===== src/rtl/multdiv_unit_pkg.sv =====
// Shared types and helpers for the execute-stage multiply/divide unit.
//   multdiv_op_t    : launch opcode carried on the execute interface
//   multdiv_state_t : multdiv_unit FSM state encoding
//   DIV_ITERS       : quotient bits produced by the iterative divider
package multdiv_unit_pkg;

    localparam int DIV_ITERS = 32;
    localparam int DIV_CNT_W = $clog2(DIV_ITERS + 1);

    typedef enum logic [1:0] {
        MD_MULT  = 2'd0,
        MD_MULTU = 2'd1,
        MD_DIV   = 2'd2,
        MD_DIVU  = 2'd3
    } multdiv_op_t;

    typedef enum logic [1:0] {
        ST_IDLE = 2'd0,
        ST_MUL  = 2'd1,
        ST_DIV  = 2'd2,
        ST_DONE = 2'd3
    } multdiv_state_t;

    function automatic logic op_is_div(input multdiv_op_t op);
        return (op == MD_DIV) || (op == MD_DIVU);
    endfunction

    function automatic logic op_is_signed(input multdiv_op_t op);
        return (op == MD_MULT) || (op == MD_DIV);
    endfunction

    // Magnitude of a two's-complement value when en is set; -2^31 maps to
    // 32'h8000_0000, which is the correct unsigned magnitude.
    function automatic logic [31:0] abs32(input logic [31:0] v, input logic en);
        return (en && v[31]) ? (32'd0 - v) : v;
    endfunction

endpackage


===== src/rtl/multdiv_unit_if.sv =====
// Execute <-> multdiv_unit interface.
//   master (execute): start, op, a, b, flush, stallE, hi_we, lo_we, wdata
//   slave  (multdiv_unit): busy, done, hi, lo
interface multdiv_unit_if;
    import multdiv_unit_pkg::*;

    logic        start;
    multdiv_op_t op;
    logic [31:0] a;
    logic [31:0] b;
    logic        flush;
    logic        stallE;
    logic        hi_we;
    logic        lo_we;
    logic [31:0] wdata;
    logic        busy;
    logic        done;
    logic [31:0] hi;
    logic [31:0] lo;

    modport master (
        output start, op, a, b, flush, stallE, hi_we, lo_we, wdata,
        input  busy, done, hi, lo
    );

    modport slave (
        input  start, op, a, b, flush, stallE, hi_we, lo_we, wdata,
        output busy, done, hi, lo
    );

endinterface


===== src/rtl/multdiv_unit_div_iter.sv =====
// Unsigned 32/32 radix-2 restoring divider, one quotient bit per cycle.
//   clk, resetn : clock, async active-low reset
//   start       : load dividend/divisor and begin DIV_ITERS iterations
//   dividend    : numerator (unsigned)
//   divisor     : denominator (unsigned, nonzero)
//   count       : iterations remaining; 0 means quotient/remainder are final
//   quotient    : unsigned quotient
//   remainder   : unsigned remainder
module multdiv_unit_div_iter
    import multdiv_unit_pkg::*;
(
    input  logic                 clk,
    input  logic                 resetn,
    input  logic                 start,
    input  logic [31:0]          dividend,
    input  logic [31:0]          divisor,
    output logic [DIV_CNT_W-1:0] count,
    output logic [31:0]          quotient,
    output logic [31:0]          remainder
);

    logic [31:0]          rem_q;
    logic [31:0]          quo_q;
    logic [31:0]          dvs_q;
    logic [DIV_CNT_W-1:0] cnt_q;
    logic [32:0]          shifted;
    logic [32:0]          trial;

    // The quotient register doubles as the dividend shift register: its MSB
    // feeds the partial remainder while quotient bits fill in from the LSB.
    always_comb begin
        shifted = {rem_q, quo_q[31]};
        trial   = shifted - {1'b0, dvs_q};
    end

    always_ff @(posedge clk or negedge resetn) begin
        if (!resetn) begin
            rem_q <= '0;
            quo_q <= '0;
            dvs_q <= '0;
            cnt_q <= '0;
        end else if (start) begin
            rem_q <= '0;
            quo_q <= dividend;
            dvs_q <= divisor;
            cnt_q <= DIV_CNT_W'(DIV_ITERS);
        end else if (cnt_q != '0) begin
            cnt_q <= cnt_q - DIV_CNT_W'(1);
            if (!trial[32]) begin
                rem_q <= trial[31:0];
                quo_q <= {quo_q[30:0], 1'b1};
            end else begin
                rem_q <= shifted[31:0];
                quo_q <= {quo_q[30:0], 1'b0};
            end
        end
    end

    assign count     = cnt_q;
    assign quotient  = quo_q;
    assign remainder = rem_q;

endmodule


===== src/rtl/multdiv_unit.sv =====
// Execute-stage multiply/divide unit owning the architectural HI/LO registers.
//   clk, resetn : clock, async active-low reset
//   md (slave)  : launch (start/op/a/b), flush, stallE, MTHI/MTLO writes;
//                 returns busy (combinational stall request), done, hi, lo
//
//   state   | meaning
//   --------+-----------------------------------------------------------
//   ST_IDLE | waiting for a launch; MTHI/MTLO accepted
//   ST_MUL  | product in flight, MUL_STAGES cycles, busy
//   ST_DIV  | 32 divider iterations then one sign-fix edge, busy
//   ST_DONE | result visible, done=1; held while stallE, MTHI/MTLO accepted
module multdiv_unit
    import multdiv_unit_pkg::*;
#(
    parameter int MUL_STAGES = 2
) (
    input  logic           clk,
    input  logic           resetn,
    multdiv_unit_if.slave  md
);

    localparam int MCW = (MUL_STAGES > 1) ? $clog2(MUL_STAGES) : 1;

    multdiv_state_t       state_q;
    logic [MCW-1:0]       mul_cnt_q;
    logic [31:0]          a_q;
    logic [31:0]          b_q;
    logic                 signed_q;
    logic                 quo_neg_q;
    logic                 rem_neg_q;
    logic [31:0]          hi_q;
    logic [31:0]          lo_q;

    logic                 launch;
    logic                 launch_div;
    logic                 launch_signed;
    logic [63:0]          mul_x;
    logic [63:0]          mul_y;
    logic [63:0]          product;
    logic [DIV_CNT_W-1:0] div_count;
    logic [31:0]          div_quo;
    logic [31:0]          div_rem;
    logic [31:0]          quo_fix;
    logic [31:0]          rem_fix;

    assign launch        = (state_q == ST_IDLE) && md.start && !md.flush;
    assign launch_signed = op_is_signed(md.op);
    assign launch_div    = launch && op_is_div(md.op) && (md.b != 32'd0);

    multdiv_unit_div_iter u_div_iter (
        .clk       (clk),
        .resetn    (resetn),
        .start     (launch_div),
        .dividend  (abs32(md.a, launch_signed)),
        .divisor   (abs32(md.b, launch_signed)),
        .count     (div_count),
        .quotient  (div_quo),
        .remainder (div_rem)
    );

    // Extending to 64 bits and keeping the low half of the product gives the
    // correct two's-complement result for both signed and unsigned operands.
    assign mul_x   = {{32{signed_q & a_q[31]}}, a_q};
    assign mul_y   = {{32{signed_q & b_q[31]}}, b_q};
    assign product = mul_x * mul_y;

    assign quo_fix = quo_neg_q ? (32'd0 - div_quo) : div_quo;
    assign rem_fix = rem_neg_q ? (32'd0 - div_rem) : div_rem;

    // Flush drops the stall request in the same cycle so the redirect is not held.
    assign md.busy = launch || (!md.flush && ((state_q == ST_MUL) || (state_q == ST_DIV)));
    assign md.done = (state_q == ST_DONE);
    assign md.hi   = hi_q;
    assign md.lo   = lo_q;

    always_ff @(posedge clk or negedge resetn) begin
        if (!resetn) begin
            state_q   <= ST_IDLE;
            mul_cnt_q <= '0;
            a_q       <= '0;
            b_q       <= '0;
            signed_q  <= 1'b0;
            quo_neg_q <= 1'b0;
            rem_neg_q <= 1'b0;
            hi_q      <= '0;
            lo_q      <= '0;
        end else begin
            // MTHI/MTLO land regardless of a coincident flush.
            if ((state_q == ST_IDLE) || (state_q == ST_DONE)) begin
                if (md.hi_we) hi_q <= md.wdata;
                if (md.lo_we) lo_q <= md.wdata;
            end

            if (md.flush) begin
                state_q <= ST_IDLE;
            end else begin
                case (state_q)
                    ST_IDLE: begin
                        if (md.start) begin
                            a_q       <= md.a;
                            b_q       <= md.b;
                            signed_q  <= launch_signed;
                            quo_neg_q <= launch_signed && (md.a[31] ^ md.b[31]);
                            rem_neg_q <= launch_signed && md.a[31];
                            mul_cnt_q <= MCW'(MUL_STAGES - 1);
                            if (!op_is_div(md.op))   state_q <= ST_MUL;
                            else if (md.b != 32'd0)  state_q <= ST_DIV;
                            else                     state_q <= ST_DONE;
                        end
                    end
                    ST_MUL: begin
                        if (mul_cnt_q == '0) begin
                            {hi_q, lo_q} <= product;
                            state_q      <= ST_DONE;
                        end else begin
                            mul_cnt_q <= mul_cnt_q - MCW'(1);
                        end
                    end
                    ST_DIV: begin
                        if (div_count == '0) begin
                            lo_q    <= quo_fix;
                            hi_q    <= rem_fix;
                            state_q <= ST_DONE;
                        end
                    end
                    ST_DONE: begin
                        if (!md.stallE) state_q <= ST_IDLE;
                    end
                    default: state_q <= ST_IDLE;
                endcase
            end
        end
    end

    hi_lo_write_when_idle: assert property (
        @(posedge clk) disable iff (!resetn) !((md.hi_we || md.lo_we) && md.busy)
    );

endmodule


===== src/flat_wrapper.sv =====
// flat-port wrapper written by rule: the top's interface ports become plain ports
module multdiv_unit_flat import multdiv_unit_pkg::*;
#(
    parameter int MUL_STAGES = 2
)
  (clk, resetn, md_start, md_op, md_a, md_b, md_flush, md_stallE, md_hi_we, md_lo_we, md_wdata, md_busy, md_done, md_hi, md_lo);
  multdiv_unit_if md_i ();
  input  logic clk;
  input  logic resetn;
  input wire logic [$bits(md_i.start)-1:0] md_start;
  input wire logic [$bits(md_i.op)-1:0] md_op;
  input wire logic [$bits(md_i.a)-1:0] md_a;
  input wire logic [$bits(md_i.b)-1:0] md_b;
  input wire logic [$bits(md_i.flush)-1:0] md_flush;
  input wire logic [$bits(md_i.stallE)-1:0] md_stallE;
  input wire logic [$bits(md_i.hi_we)-1:0] md_hi_we;
  input wire logic [$bits(md_i.lo_we)-1:0] md_lo_we;
  input wire logic [$bits(md_i.wdata)-1:0] md_wdata;
  output wire logic [$bits(md_i.busy)-1:0] md_busy;
  output wire logic [$bits(md_i.done)-1:0] md_done;
  output wire logic [$bits(md_i.hi)-1:0] md_hi;
  output wire logic [$bits(md_i.lo)-1:0] md_lo;
  assign md_i.start = md_start;
  assign md_i.op = md_op;
  assign md_i.a = md_a;
  assign md_i.b = md_b;
  assign md_i.flush = md_flush;
  assign md_i.stallE = md_stallE;
  assign md_i.hi_we = md_hi_we;
  assign md_i.lo_we = md_lo_we;
  assign md_i.wdata = md_wdata;
  assign md_busy = md_i.busy;
  assign md_done = md_i.done;
  assign md_hi = md_i.hi;
  assign md_lo = md_i.lo;
  multdiv_unit #(.MUL_STAGES(MUL_STAGES)) u_core (.clk(clk), .resetn(resetn), .md(md_i));
endmodule

===== config.mk =====
export PLATFORM = sky130hd
export DESIGN_NAME = multdiv_unit_flat
export DESIGN_NICKNAME = d
export VERILOG_FILES = /design/src/rtl/multdiv_unit_pkg.sv /design/src/rtl/multdiv_unit_if.sv /design/src/rtl/multdiv_unit_div_iter.sv /design/src/rtl/multdiv_unit.sv /design/src/flat_wrapper.sv
export SDC_FILE = /design/constraint.sdc
export NUM_CORES = 2
export LEC_CHECK = 0
export BUFFER_PORTS_ARGS = -buffer_cell sky130_fd_sc_hd__clkbuf_2
export CAP_MARGIN = 30
export CELL_PAD_IN_SITES_DETAIL_PLACEMENT = 0
export CELL_PAD_IN_SITES_GLOBAL_PLACEMENT = 1
export CORE_MARGIN = 2
export CORE_UTILIZATION = 46
export CTS_CLUSTER_DIAMETER = 150
export CTS_CLUSTER_SIZE = 16
export DETAILED_ROUTE_END_ITERATION = 8
export PLACE_DENSITY = 0.86
export SKIP_CTS_REPAIR_TIMING = 1
export SYNTH_ARGS = -nofsm -noshare
export SYNTH_HDL_FRONTEND = slang
export SYNTH_SLANG_ARGS = --single-unit

===== constraint.sdc =====
create_clock -name clk -period 7.8 [get_ports clk]
set_clock_uncertainty 0.2 [all_clocks]
set_input_delay 1.56 -clock clk [delete_from_list [all_inputs] [get_ports clk]]
set_output_delay 1.56 -clock clk [all_outputs]
set_load 0.01 [all_outputs]

==> results.ini <==
[sta]
slew_violations=0
setup_ws_ps=-228
period_share_pct=103
post-route-min-period_ps=8030
max_freq_mhz=125
slew_headroom_pct=30.9
hold_viol_final=0
rsz0062_at_grt=yes
tightestPinTransition_ps=1040
finalSetupViolCount=13

[critical_path]
path_max_fanout=6
rr_worst_depth=27
slowest_delay_ps=580
end_kind=flip-flop
reg2reg_from=u_core.a_q[31]$_DFFE_PN0P_
path_common_cell=fa_1
crit_path_start_kind=flip-flop
crit_buf_inv=9
cp.required_ps=7990
critPathTopFamily=adder cells
path_class=flip-flop to flip-flop
crit_arrival_ps=8210
cp.depth=27
cp-startpoint=u_core.a_q[31]$_DFFE_PN0P_
slowest_stage=fa_2

[detailed_routing]
vias=43700
first_iter_violations=3538
wl_per_cell_um=20.9
totalWireLength_mm=167
antenna_left=0
firstDrtPassIters=6
vias_per_cell=5.47
drt_drc_violations_left=0

[run_status]
violations=negative setup slack
run_status=complete, but fails checks

[worst_hold_path]
hold_start=u_core.u_div_iter.dvs_q[23]$_DFFE_PN0P_
min_path_type=flip-flop to flip-flop
hold_path_depth=2

[clocking]
cts-buffers-inserted=18
root_buffer=clkbuf_16
cts_tree=yes
cts.sinks=236
clk_latency_ps=540
htreeDepth=1
clk_pin_slew_ps=80
cts.path.max_buffers=3

[synthesis]
synth_seq_cells=236
synth_area_leader_cell=fa_1
synth_most_common_cell=inv_1
yosys.cell_types.count=80
ys_seq_area_share_pct=11.1
synth_nets=7512
avgSynthCellArea_um2=8.83
synth_ff_type=dfrtp_1
synth_warnings=0
postSynth.asyncResetShare_pct=100
syn_area_mm2=0.0532
synth_edf_count=0
ys_top_cells_by_area=fa_1, dfrtp_1, inv_1
postSynthCellCount=6028
yosys-top-cells-count=inv_1, fa_1, nand2_1
synth_top_area_share_pct=42.3

[finish]
finish.cell_count_without_fillers=7983
syn_to_final_growth_pct=16.8
nets=7944
drive_gt1_share_pct=16.9

[global_route]
grt_use_total_pct=27.9
grt_antenna_before_repair=13
grt_pass1_vias=45400
gr-total-overflow=0
grt_max_degree=158
grt_pass1_wl_mm=257

[floorplanning]
dieArea_mm2=0.118
die_w_um=344
core-area_mm2=0.115
rows=124
dieHeight_um=344
initial_utilization_pct=46.5
io_pins=171

[placement]
io_buffers=170
dp.final_hpwl_mm=134
numPlacedInstances=7887
place_congestion=0.955

[job]
drv_cap=0

layout make-up:
class                           instances  area, um2
Clock buffer                           20        479
Sequential cell                       236       5920
Timing Repair Buffer                  757       6460
Inverter                             1203       4530
Multi-Input combinational cell       4244      42900
Antenna cell                           10       25.0
Fill cell                           10300      52300
Tap cell                             1512       1890
Clock inverter                          1       5.00
stage by stage:
stage                     instance area (um2)  hold slack, ps  util [%]  setup WS (ps)  setup TNS, ps
final                                   62200             287      54.3           -228          -1440
after global routing                    62200             314      54.3           -497          -7020
after CTS                               59800             290      52.2           -614          -9610
after detailed placement                59300             274      51.8           -569          -7580
after global placement                  59200             267      51.7           -483          -6210
after floorplan                         53300             250         -          -54.4          -70.2
sequential cells by signal (all words and copies together), names as in the netlist:
name	count
u_core.u_div_iter.dvs_q	32
u_core.state_q	2
u_core.quo_neg_q	1
u_core.mul_cnt_q	1
u_core.a_q	32
u_core.signed_q	1
u_core.u_div_iter.remainder	32
u_core.md.lo	32
u_core.u_div_iter.count	6
u_core.u_div_iter.quotient	32
u_core.b_q	32
u_core.rem_neg_q	1
u_core.md.hi	32
cells in the final DEF (no fill, tap or decap), types with 67 or more instances in the layout:
cell / netlist / layout
clkbuf_2: 0 / 169
buf_4: 0 / 457
inv_1: 1202 / 1170
xnor2_1: 121 / 107
and2_1: 364 / 356
o21ai_0: 177 / 152
xor2_1: 100 / 97
a21oi_1: 175 / 138
mux2i_1: 68 / 67
nor2_1: 161 / 157
fa_1: 1126 / 1096
dfrtp_1: 236 / 224
nand2_1: 1089 / 1065
ha_1: 253 / 225
worst register-to-register path, delay by kind of cell, from the launching register on:
family / cells / cell delay [ps]
buffers and inverters: 9 / 1100
AO/OA/AOI/OAI: 6 / 1010
flip-flops: 1 / 420
adder cells (fa/ha/maj): 9 / 4340
multiplexers: 1 / 210
AND/OR/NAND/NOR: 2 / 600
layer usage:
layer	GRT usage, %	up-vias	wire (um)	part of all wire [%]
li1	-	19200	-	-
met1	36.8	22300	65100	39
met2	47.1	1764	81900	49
met3	2.97	411	11100	6.7
met4	11.7	4	8450	5.1
met5	0	-	29	0.017
final timing paths:
check | to | slack [ps]
max reg2reg | u_core.md.hi[27]$_DFF_PN0_ | -230
min | u_core.u_div_iter.dvs_q[23]$_DFFE_PN0P_ | 290
max in group asynchronous | u_core.a_q[12]$_DFFE_PN0P_ | 5090
min reg2reg | u_core.u_div_iter.dvs_q[23]$_DFFE_PN0P_ | 290
max | u_core.md.hi[27]$_DFF_PN0_ | -230
min in group asynchronous | u_core.u_div_iter.count[1]$_DFFE_PN0P_ | 800
kinds of logic (layout without fill, tap and decap cells):
group / after synthesis / count (layout) / share of synthesized area (%)
buf+inv: 1548 / 1981 / 11.1
xor+xnor: 221 / 221 / 3.64
flops: 236 / 236 / 11.1
other cells: 0 / 10 / 0
simple gates: 1830 / 1830 / 15.7
compound gates: 741 / 741 / 8.83
fa+ha+maj: 1379 / 1379 / 48.3
mux: 73 / 73 / 1.38
Power is left out: the tool's default activity adds up to more than one toggle a clock period on the data nets, which glitch-free logic cannot reach.
